[config.mk]
export PLATFORM = sky130hd
export DESIGN_NAME = int_sequencer
export DESIGN_NICKNAME = d
export VERILOG_FILES = /design/src/rtl/int_sequencer.sv
export SDC_FILE = /design/constraint.sdc
export NUM_CORES = 1
export LEC_CHECK = 0
export ABC_AREA = 1
export CORE_ASPECT_RATIO = 0.8
export CORE_UTILIZATION = 39
export DETAILED_ROUTE_END_ITERATION = 16
export GPL_TIMING_DRIVEN = 0
export MAX_ROUTING_LAYER = met4
export PLACE_DENSITY = 0.88
export SLEW_MARGIN = 0
export SYNTH_ARGS = -nofsm -noshare
export SYNTH_HDL_FRONTEND = slang
export SYNTH_SLANG_ARGS = --single-unit
[constraint.sdc]
create_clock -name clk_i -period 1.6 [get_ports clk_i]
set_input_delay 0.32 -clock clk_i [delete_from_list [all_inputs] [get_ports clk_i]]
set_output_delay 0.32 -clock clk_i [all_outputs]
set_load 0.02 [all_outputs]
[src/rtl/int_sequencer.sv]
// Interrupt/T-cycle sequencer: T-state counter, M-cycle strobe, IME with EI delay, HALT wake-up, 5-M-cycle dispatch.
// Latency: state changes only at the m_strobe clock edge; irq_take/int_ack are combinational pulses during that clock.
// Backpressure: cpu_en_i low freezes every register, and m_strobe_o plus all pulses stay low.
// Ports: clk_i/reset_i (async, active-high), cpu_en_i, ie_i/if_req_i (IE/IF registers), insn_boundary_i,
//        ei_i/di_i/reti_i/halt_req_i (decoded instruction controls) -> t_o, m_strobe_o, ime_o, halted_o,
//        int_active_o, irq_take_o, int_ack_o (one-hot IF clear), int_vec_o, d_cnt_o.
module int_sequencer #(
  parameter int unsigned N_INT      = 5,
  parameter logic [15:0] VEC_BASE   = 16'h0040,
  parameter int unsigned VEC_STRIDE = 8,
  parameter int unsigned T_PER_M    = 4,
  localparam int unsigned TW        = (T_PER_M > 1) ? $clog2(T_PER_M) : 1
) (
  input  logic             clk_i,
  input  logic             reset_i,
  input  logic             cpu_en_i,
  input  logic [N_INT-1:0] ie_i,
  input  logic [N_INT-1:0] if_req_i,
  input  logic             insn_boundary_i,
  input  logic             ei_i,
  input  logic             di_i,
  input  logic             reti_i,
  input  logic             halt_req_i,
  output logic [TW-1:0]    t_o,
  output logic             m_strobe_o,
  output logic             ime_o,
  output logic             halted_o,
  output logic             int_active_o,
  output logic             irq_take_o,
  output logic [N_INT-1:0] int_ack_o,
  output logic [15:0]      int_vec_o,
  output logic [2:0]       d_cnt_o
);

  typedef enum logic [1:0] {
    ST_RUN      = 2'd0,
    ST_HALT     = 2'd1,
    ST_DISPATCH = 2'd2
  } state_e;

  localparam logic [TW-1:0] T_LAST = TW'(T_PER_M - 1);

  state_e          state_q, state_d;
  logic [TW-1:0]   t_q, t_d;
  logic            ime_q, ime_d;
  logic            ei_arm_q, ei_arm_d;
  logic [2:0]      d_cnt_q, d_cnt_d;
  logic [15:0]     int_vec_q, int_vec_d;

  logic            m_strobe;
  logic            irq_take;
  logic            take;
  logic [N_INT-1:0] int_ack;
  logic [N_INT-1:0] pending;
  logic [N_INT-1:0] win_onehot;
  logic [15:0]     win_idx;
  logic [15:0]     win_vec;

  assign m_strobe = cpu_en_i && (t_q == T_LAST);
  assign pending  = ie_i & if_req_i;

  // Two's-complement trick isolates the lowest set bit, i.e. the highest-priority source.
  assign win_onehot = pending & (~pending + N_INT'(1));

  always_comb begin
    win_idx = 16'd0;
    for (int i = int'(N_INT) - 1; i >= 0; i--) begin
      if (pending[i]) win_idx = 16'(i);
    end
  end

  // 16-bit wraparound is intended for large vector tables.
  assign win_vec = VEC_BASE + win_idx * 16'(VEC_STRIDE);

  always_comb begin
    t_d = t_q;
    if (cpu_en_i) t_d = (t_q == T_LAST) ? '0 : t_q + 1'b1;
  end

  always_comb begin
    state_d   = state_q;
    ime_d     = ime_q;
    ei_arm_d  = ei_arm_q;
    d_cnt_d   = d_cnt_q;
    int_vec_d = int_vec_q;
    irq_take  = 1'b0;
    int_ack   = '0;
    take      = 1'b0;

    if (m_strobe) begin
      case (state_q)
        ST_RUN: begin
          if (insn_boundary_i) begin
            // The check uses the old ime, so an EI promoted on this strobe still lets one instruction run.
            if (ime_q && |pending) begin
              take = 1'b1;
            end else begin
              if (ei_arm_q) begin
                ime_d    = 1'b1;
                ei_arm_d = 1'b0;
              end
              if (ei_i)       ei_arm_d = 1'b1;
              if (halt_req_i) state_d  = ST_HALT;
            end
          end
        end
        ST_HALT: begin
          if (|pending) begin
            if (ime_q) take = 1'b1;
            else       state_d = ST_RUN;
          end
        end
        ST_DISPATCH: begin
          // Winner is re-evaluated at the third M-cycle; a vanished request cancels to vector 0.
          if (d_cnt_q == 3'd2) begin
            if (|pending) begin
              int_ack   = win_onehot;
              int_vec_d = win_vec;
            end else begin
              int_vec_d = 16'h0000;
            end
          end
          if (d_cnt_q == 3'd4) begin
            state_d = ST_RUN;
            d_cnt_d = 3'd0;
          end else begin
            d_cnt_d = d_cnt_q + 3'd1;
          end
        end
        default: state_d = ST_RUN;
      endcase

      if (reti_i) ime_d = 1'b1;
      if (di_i) begin
        ime_d    = 1'b0;
        ei_arm_d = 1'b0;
      end
      // Dispatch entry overrides any concurrent IME update.
      if (take) begin
        state_d  = ST_DISPATCH;
        d_cnt_d  = 3'd0;
        ime_d    = 1'b0;
        ei_arm_d = 1'b0;
        irq_take = 1'b1;
      end
    end
  end

  always_ff @(posedge clk_i or posedge reset_i) begin
    if (reset_i) begin
      state_q   <= ST_RUN;
      t_q       <= '0;
      ime_q     <= 1'b0;
      ei_arm_q  <= 1'b0;
      d_cnt_q   <= 3'd0;
      int_vec_q <= 16'h0000;
    end else begin
      state_q   <= state_d;
      t_q       <= t_d;
      ime_q     <= ime_d;
      ei_arm_q  <= ei_arm_d;
      d_cnt_q   <= d_cnt_d;
      int_vec_q <= int_vec_d;
    end
  end

  assign t_o          = t_q;
  assign m_strobe_o   = m_strobe;
  assign ime_o        = ime_q;
  assign halted_o     = (state_q == ST_HALT);
  assign int_active_o = (state_q == ST_DISPATCH);
  assign irq_take_o   = irq_take;
  assign int_ack_o    = int_ack;
  assign int_vec_o    = int_vec_q;
  assign d_cnt_o      = d_cnt_q;

endmodule

# == Word-level counts from Yosys, hierarchy flattened ==
# Cells that the tools add are included.
# classes
n_mux,43
n_reduce_logical,15
n_eq_ne,13
add_sub_neg,4
n_bitwise,3
# ops
operator,n
13-bit 2-to-1 mux,4
1-bit 2-to-1 mux,20
5-bit 2-to-1 mux,4
"7-bit by 16-bit adder with 16-bit output, first input constant",1
16-bit 2-to-1 mux,1
2-bit 2-to-1 mux,8
3-bit 2-to-1 mux,4
4-bit nonzero test,3
5-bit AND,2
"3-bit inequality test, second input constant",3
7-bit AND reduction,1
"3-bit by 1-bit inequality test with 1-bit output, second input constant",2
"3-bit by 2-bit inequality test with 1-bit output, second input constant",2
2-bit one-hot mux with 3 select lines,1
3-bit nonzero test,2
"5-bit by 1-bit adder with 5-bit output, second input constant",1
5-bit inverter,1
5-bit AND reduction,1
5-bit OR reduction,1
"2-bit equality test, second input constant",2
"4-bit by 3-bit inequality test with 1-bit output, second input constant",1
4-bit AND reduction,1
"3-bit by 1-bit adder with 3-bit output, second input constant",1
"3-bit by 2-bit equality test with 1-bit output, second input constant",1
other kinds (9),10
# word_totals
elab_cells,84
inputBits,18
output_inout_bits,31
regBits,25

# == Depth between registers and ports, before layout ==
# Gate-level depths: netlist (run 1).
# logic_depth
ltp_word,9
mapped_depth,9

# == Least setup slack after synthesis (run 1) ==
# Ideal clock, no wire load.
# synth_timing
path_type,flip-flop to output port
from,"register t_q[0], in the netlist t_o[0]"
to,output port int_ack_o[1]
slack_ns,-0.409
t_arrival_ns,1.689
t_required_ns,1.280
stages_incl_launch_ff,8
cell_sequence,dfrtp_1 ha_1 nand2_1 inv_2 nand2_2 inv_2 nand3_4 nor3b_1
# synth_via
elab_chain_len,3
# synth_lines
item,line_no,rtl
"start, declared",44,"logic [TW-1:0] t_q, t_d;"
"start signal, assigned",159,t_q <= t_d;
2-bit equality test,59,assign m_strobe = cpu_en_i && (t_q == T_LAST);
1-bit logical AND,59,
named net m_strobe_o,25,"output logic m_strobe_o,"
5-bit 2-to-1 mux,90,if (m_strobe) begin
"end, declared",30,"output logic [N_INT-1:0] int_ack_o,"
# The timed path passes the listed nets, and every way through them passes these cells.

# == Final worst setup path (run 1) ==
# layout_timing
from,"register t_q[0], in the netlist t_o[0]"
to,output port int_ack_o[3]
# layout_via
elab_chain_len,3
# layout_lines
item,line_no
2-bit equality test,59
1-bit logical AND,59
5-bit 2-to-1 mux,90
# Every way passes these cells.

==> results of run 1 <==
## final cells by class
type	instances	area share
Buffer	12	0.0569
Clock buffer	4	0.0166
Inverter	16	0.0474
Multi-Input combinational cell	95	0.372
Sequential cell	13	0.209
Tap cell	25	0.0198
Timing Repair Buffer	47	0.279
## cell families after synthesis
family,count (synthesis)
muxes,1
adders and majority gates,4
other,1
xor gates and xnor gates,1
and+or+nand+nor,66
DFF,13
AOI/OAI and AO/OA,11
buffers and inverters,28
## layer usage
layer	global-route usage	share of wire
met1	0.190	0.37
met2	0.388	0.53
met3	0.0511	0.074
met4	0.102	0.020
met5	-	0
## report_power, final
group / leakage (nW) / internal (mW) / switching (mW)
Clock: 0.0150 / 0.0968 / 0.109
Sequential: 0.163 / 0.459 / 0.146
Combinational: 0.711 / 0.441 / 0.590
## path summary, 6_finish.rpt
| path | start | end |
|---|---|---|
| max | t_o[0]$_DFFE_PP0P_ | int_ack_o[3] |
| min | reset_i | int_vec_o[5]$_DFFE_PP0P_ |
| max reg2reg | t_o[1]$_DFFE_PP0P_ | int_vec_o[4]$_DFFE_PP0P_ |
| min reg2reg | int_vec_o[5]$_DFFE_PP0P_ | int_vec_o[5]$_DFFE_PP0P_ |
| max in group asynchronous | reset_i | t_o[1]$_DFFE_PP0P_ |
| min in group clk_i | int_vec_o[5]$_DFFE_PP0P_ | int_vec_o[5]$_DFFE_PP0P_ |
## cell usage after synthesis
library cell  number
buf_4             12
inv_1             12
clkinv_2           1
o21a_1             1
mux2_2             1
inv_2              3
o21ai_2            2
conb_1             1
nand2_4            1
dfrtp_1           13
nand3_1            4
nand4_1            3
a31oi_1            1
nand2_2            1
nor2_4             1
nor2_2             3
nor3_1             2
ha_1               4
nor3b_1            1
nand3_4            1
nor2_1             9
a21oi_1            2
o21ai_0            5
xor2_1             1
nand4_2            1
nand2_1           39
## stage by stage
stage / cells / setup TNS (ns) / setup slack [ns] / instance area (um^2)
6_report: 212 / -1.50 / -0.287 / 1580
5_1_grt: 212 / -2.03 / -0.352 / 1580
4_1_cts: 209 / -1.60 / -0.294 / 1530
3_5_place_dp: 197 / -7.67 / -0.937 / 1440
3_3_place_gp: 197 / -6.83 / -0.906 / 1440
2_1_floorplan: 136 / -0.0264 / -0.0177 / 1050
## critical path, stage by stage, from the launching register on
cell      delay [ns]
dfrtp_2         0.43
ha_4            0.17
nand2_4         0.08
inv_8           0.04
nand2_4         0.08
inv_4           0.04
nand3_4         0.09
clkinv_4        0.09
nand2_8         0.10
nor2_4          0.03
buf_6           0.12
## flip-flops by register name, summed over array words and instances (netlist names)
signal,flops
d_cnt_o,3
ei_arm_q,1
ime_o,1
int_vec_o,4
state_q,2
t_o,2
## repair_timing
action                                  in CTS  in global routing
gates cloned                                 0                  0
endpoints found under the setup margin      15                 17
setup buffers                                8                  3
gates resized for setup                     51                 10
hold buffers                                 0                  0
pin swaps                                    4                  2
==> impl_metrics.ini, run 1 <==
[die]
dieHeight_um = 45.7
ioPinCount = 49
core-area_um2 = 2200
num_rows = 15
start_util = 0.424
die_area_um2 = 2590
die_width_um = 56.6

[pwr]
power.total_mw = 1.84
power_leakage_nw = 0.889
peakVddDrop_mv = 0.716
power_density_nw_per_um2 = 1160

[routing]
ant_nets = 0
dr.pass1.iters = 4
drc = 0
drt_iter0_drc = 29
wl_per_cell_um = 11.5
vias_per_cell = 4.79
vias = 1016
routed_wl_um = 2440

[synthesis]
synthCells = 125
synth_top_area_share = 0.349
yosys.area.top_type = dfrtp_1
synth_xor_area_frac = 0.00941
synth_compound_area_frac = 0.0712
yosysSeqAreaShare = 0.349
syn_avg_cell_area_um2 = 7.45
ys_seq_elements = 13
synthAdderAreaFrac = 0.0538
ys_top_cells_by_area = dfrtp_1 35%, nand2_1 16%, buf_4 9.7%
synth-simple-area-share = 0.337
synth_cell_types = 26
ys_warn_count = 0
synth_mux_area_frac = 0.0121
syn-cell-area_um2 = 931
synth_top_family_by_area = simple AND/OR/NAND/NOR gates

[sta]
relSlewSlack = 0.658
fin_ws_ns = -0.287
worst_pin_slew_ns = 0.512
timing.hold.ws_ns = 0.360
fin_crit_sh = 1.18
period_minus_slack_ns = 1.89
rsz0062_at_grt = yes
max_freq_mhz = 530
fin_worst_skew_ns = 0.00313
setup_viol = 7
final_max_slew_viol_count = 0
finalHoldViolCount = 0

[clock_tree]
clockBufferDepth = 2
tritoncts = yes
cts_htree_levels = 1
root_buffer = clkbuf_4
cts_sinks = 13
clkTransAtPathRegs_ns = 0.08
cts_made_buffers = 3
insertion_delay_ns = 0.28

[place]
portBuffers = 36
hpwl_um = 1780
gp_congestion = 0.782

[min_path]
hold_path.class = in -> async

[final_layout]
regArea_um2 = 330
final_nets = 210
antenna_cells = 0
layout-drive-gt1-share = 0.342
final_cell_mix = 32 x nand2_1, 24 x buf_4, 17 x clkdlybuf4s50_1
multi_input_area_um2 = 588
final_util = 0.721
num-fill-cells = 172
final_common_cell = nand2_1
synthToLayoutAreaGrowth_pct = 70.0

[global_route]
grt_overflow_total = 0
grt_pass1_wl_um = 3730
antenna_found_initial = 0
gr-usage-all-layers = 0.201
grt_max_degree = 14
grt_pass1_vias = 878

[critical_path]
r2r_slack_ns = 0.10
r2r_cells = 11
cp.arrival_ns = 1.57
cp_max_fo = 5
crit_required_ns = 1.28
path_class = reg -> out
start_kind = flip-flop
cp-end-kind = output pin

[job]
drv_cap = 0

[run_status]
status = complete, but fails checks
violations = setup timing
No activity file was read; power rests on OpenSTA's default activity.
==> run 2: changes to the inputs <==
--- a/config.mk
+++ b/config.mk
@@ -8,10 +8,12 @@
 export ABC_AREA = 1
 export CORE_ASPECT_RATIO = 0.8
 export CORE_UTILIZATION = 39
+export CTS_CLUSTER_SIZE = 8
 export DETAILED_ROUTE_END_ITERATION = 16
 export GPL_TIMING_DRIVEN = 0
 export MAX_ROUTING_LAYER = met4
-export PLACE_DENSITY = 0.88
+export PLACE_DENSITY = 0.81
+export SKIP_LAST_GASP = 1
 export SLEW_MARGIN = 0
 export SYNTH_ARGS = -nofsm -noshare
 export SYNTH_HDL_FRONTEND = slang
==> run 2 against run 1 <==
Effect of this change:
- the run still ends with setup timing left
- non-clock buffer count up 13
- combinational power up 11%
- critical path depth unchanged
- hold slack better by 0.019 ns
- clock power down 2%
- total power up 5.8%
- utilization up 5.2 points
- sequential share of layout area down 1.4 points
- die area unchanged
- cell count up 6.1%
- register-to-register slack worse by 0.10 ns
- routed wire length up 9.7%
==> impl_metrics.ini, run 2 (same netlist as run 1, synthesis figures left out) <==
[run_status]
status = complete, but fails checks
violations = setup timing

[die]
ioPinCount = 49
num_rows = 15
core-area_um2 = 2200
start_util = 0.424
dieHeight_um = 45.7
die_area_um2 = 2590
die_width_um = 56.6

[critical_path]
cp-end-kind = output pin
path_class = reg -> out
crit_required_ns = 1.28
start_kind = flip-flop
cp.arrival_ns = 1.53
cp_slowest_cell = dfrtp_2
worstPathCellList = ha_4, nand2_4, inv_8, nand2_4, inv_2, nand3_4, clkinv_4, nand2_8, nor2_4, buf_6
crit_top_cell = nand2_4
cp_max_fo = 5
worst_path_largest_cell_delay_ns = 0.43

[sta]
relSlewSlack = 0.659
setup_viol = 6
final_max_slew_viol_count = 0
period_minus_slack_ns = 1.85
fin_crit_sh = 1.16
fin_ws_ns = -0.250
rsz0062_at_grt = yes
max_freq_mhz = 540
worst_pin_slew_ns = 0.511
finalHoldViolCount = 0
fin_worst_skew_ns = 0.00170

[pwr]
power_density_nw_per_um2 = 1150
peakVddDrop_mv = 0.905
power_leakage_nw = 0.963

[clock_tree]
clkTransAtPathRegs_ns = 0.08
cts_sinks = 13
root_buffer = clkbuf_4
cts_htree_levels = 1
insertion_delay_ns = 0.28
cts_made_buffers = 3
holdBufCountCts = 0
tritoncts = yes
clockBufferDepth = 2

[place]
portBuffers = 36
dp.cells = 197
gp_congestion = 0.776
dp_slack_ns = -0.924
hpwl_um = 1860

[final_layout]
synthToLayoutAreaGrowth_pct = 82.4
layoutNonFillerInstCount = 225
final_util = 0.773
final_common_cell = buf_4
final_nets = 223
final_cell_mix = 36 x buf_4, 30 x nand2_1, 17 x dlygate4sd2_1
antenna_cells = 0
largest_reg_flops = 4
multi_input_area_um2 = 607
layout-drive-gt1-share = 0.415
regArea_um2 = 330
num-fill-cells = 162

[routing]
routed.top_layer = met4
vias_per_cell = 4.72
routed_wl_um = 2670
wl_per_cell_um = 11.9
dr_wl_met2_um = 1400
drc = 0
dr.pass1.iters = 4
drt_iter0_drc = 15
vias = 1063
wl_met1_um = 968
ant_nets = 0
dr_wl_met3_um = 237

[global_route]
grt_overflow_total = 0
gr-usage-all-layers = 0.226
antenna_found_initial = 0
grt_max_degree = 14
grt_pass1_vias = 1063
grt_pass1_wl_um = 4280

[job]
drv_cap = 0

[min_path]
hold_path.class = in -> async
run 2: cell count changes in the layout (fill, tap and decap cells not counted), sizes merged:
| cell | before | now |
|---|---|---|
| buf | 29 | 43 |
| clkdlybuf4s15 | 2 | 0 |
| dlygate4sd2 | 7 | 17 |
| clkdlybuf4s50 | 17 | 8 |
run 2: final timing paths:
path,startpoint,to,slack [ns],depth (start not counted)
worst max-delay path,t_o[1]$_DFFE_PP0P_,int_ack_o[4],-0.25,10
worst min-delay path,reset_i,int_vec_o[3]$_DFFE_PP0P_,0.38,2
worst max register to register,t_o[1]$_DFFE_PP0P_,ei_arm_q$_DFFE_PP0P_,0,10
worst min register to register,int_vec_o[6]$_DFFE_PP0P_,int_vec_o[6]$_DFFE_PP0P_,0.48,2
max in group asynchronous,reset_i,t_o[0]$_DFFE_PP0P_,0.85,2
min in group clk_i,int_vec_o[6]$_DFFE_PP0P_,int_vec_o[6]$_DFFE_PP0P_,0.48,2
run 2: layout make-up:
class / instances / share of cell area
Sequential cell: 13 / 0.195
Inverter: 16 / 0.0442
Timing Repair Buffer: 60 / 0.317
Clock buffer: 4 / 0.0155
Buffer: 12 / 0.0531
Tap cell: 25 / 0.0184
Multi-Input combinational cell: 95 / 0.357
run 2: worst max-delay path: cells and delay by family (launching register included):
family | cells | cell delay (ns)
buf+inv | 4 | 0.29
flops | 1 | 0.43
simple gates | 5 | 0.36
fa+ha+maj | 1 | 0.17
run 2: timing repair:
action,4_1_cts,5_1_grt
endpoints found under the setup margin,17,17
pin swaps,12,3
setup buffers,19,6
gates resized for setup,73,12
run 2: through the flow:
stage                     setup TNS (ns)  total power [mW]  cell area [um^2]  hold WS [ns]
after detailed placement           -7.67              1.63              1440         0.476
final                              -1.28              1.95              1700         0.379
after global routing               -1.89              2.09              1700         0.433
after global placement             -6.95              1.57              1440         0.465
after floorplan                  -0.0264              1.22              1050         0.197
after CTS                          -1.34              1.91              1640         0.396
run 2: metal layers:
layer | vias to the layer above | GRT usage
li1 | 523 | -
met2 | 53 | 0.442
met5 | - | -
met3 | 12 | 0.0653
met4 | 0 | 0.0537
met1 | 475 | 0.227
run 2: report_power, final:
part / internal (mW) / total [mW] / switching, mW / leakage [nW]
Sequential: 0.459 / 0.606 / 0.146 / 0.163
Clock: 0.0968 / 0.202 / 0.105 / 0.0150
Combinational: 0.510 / 1.14 / 0.632 / 0.785
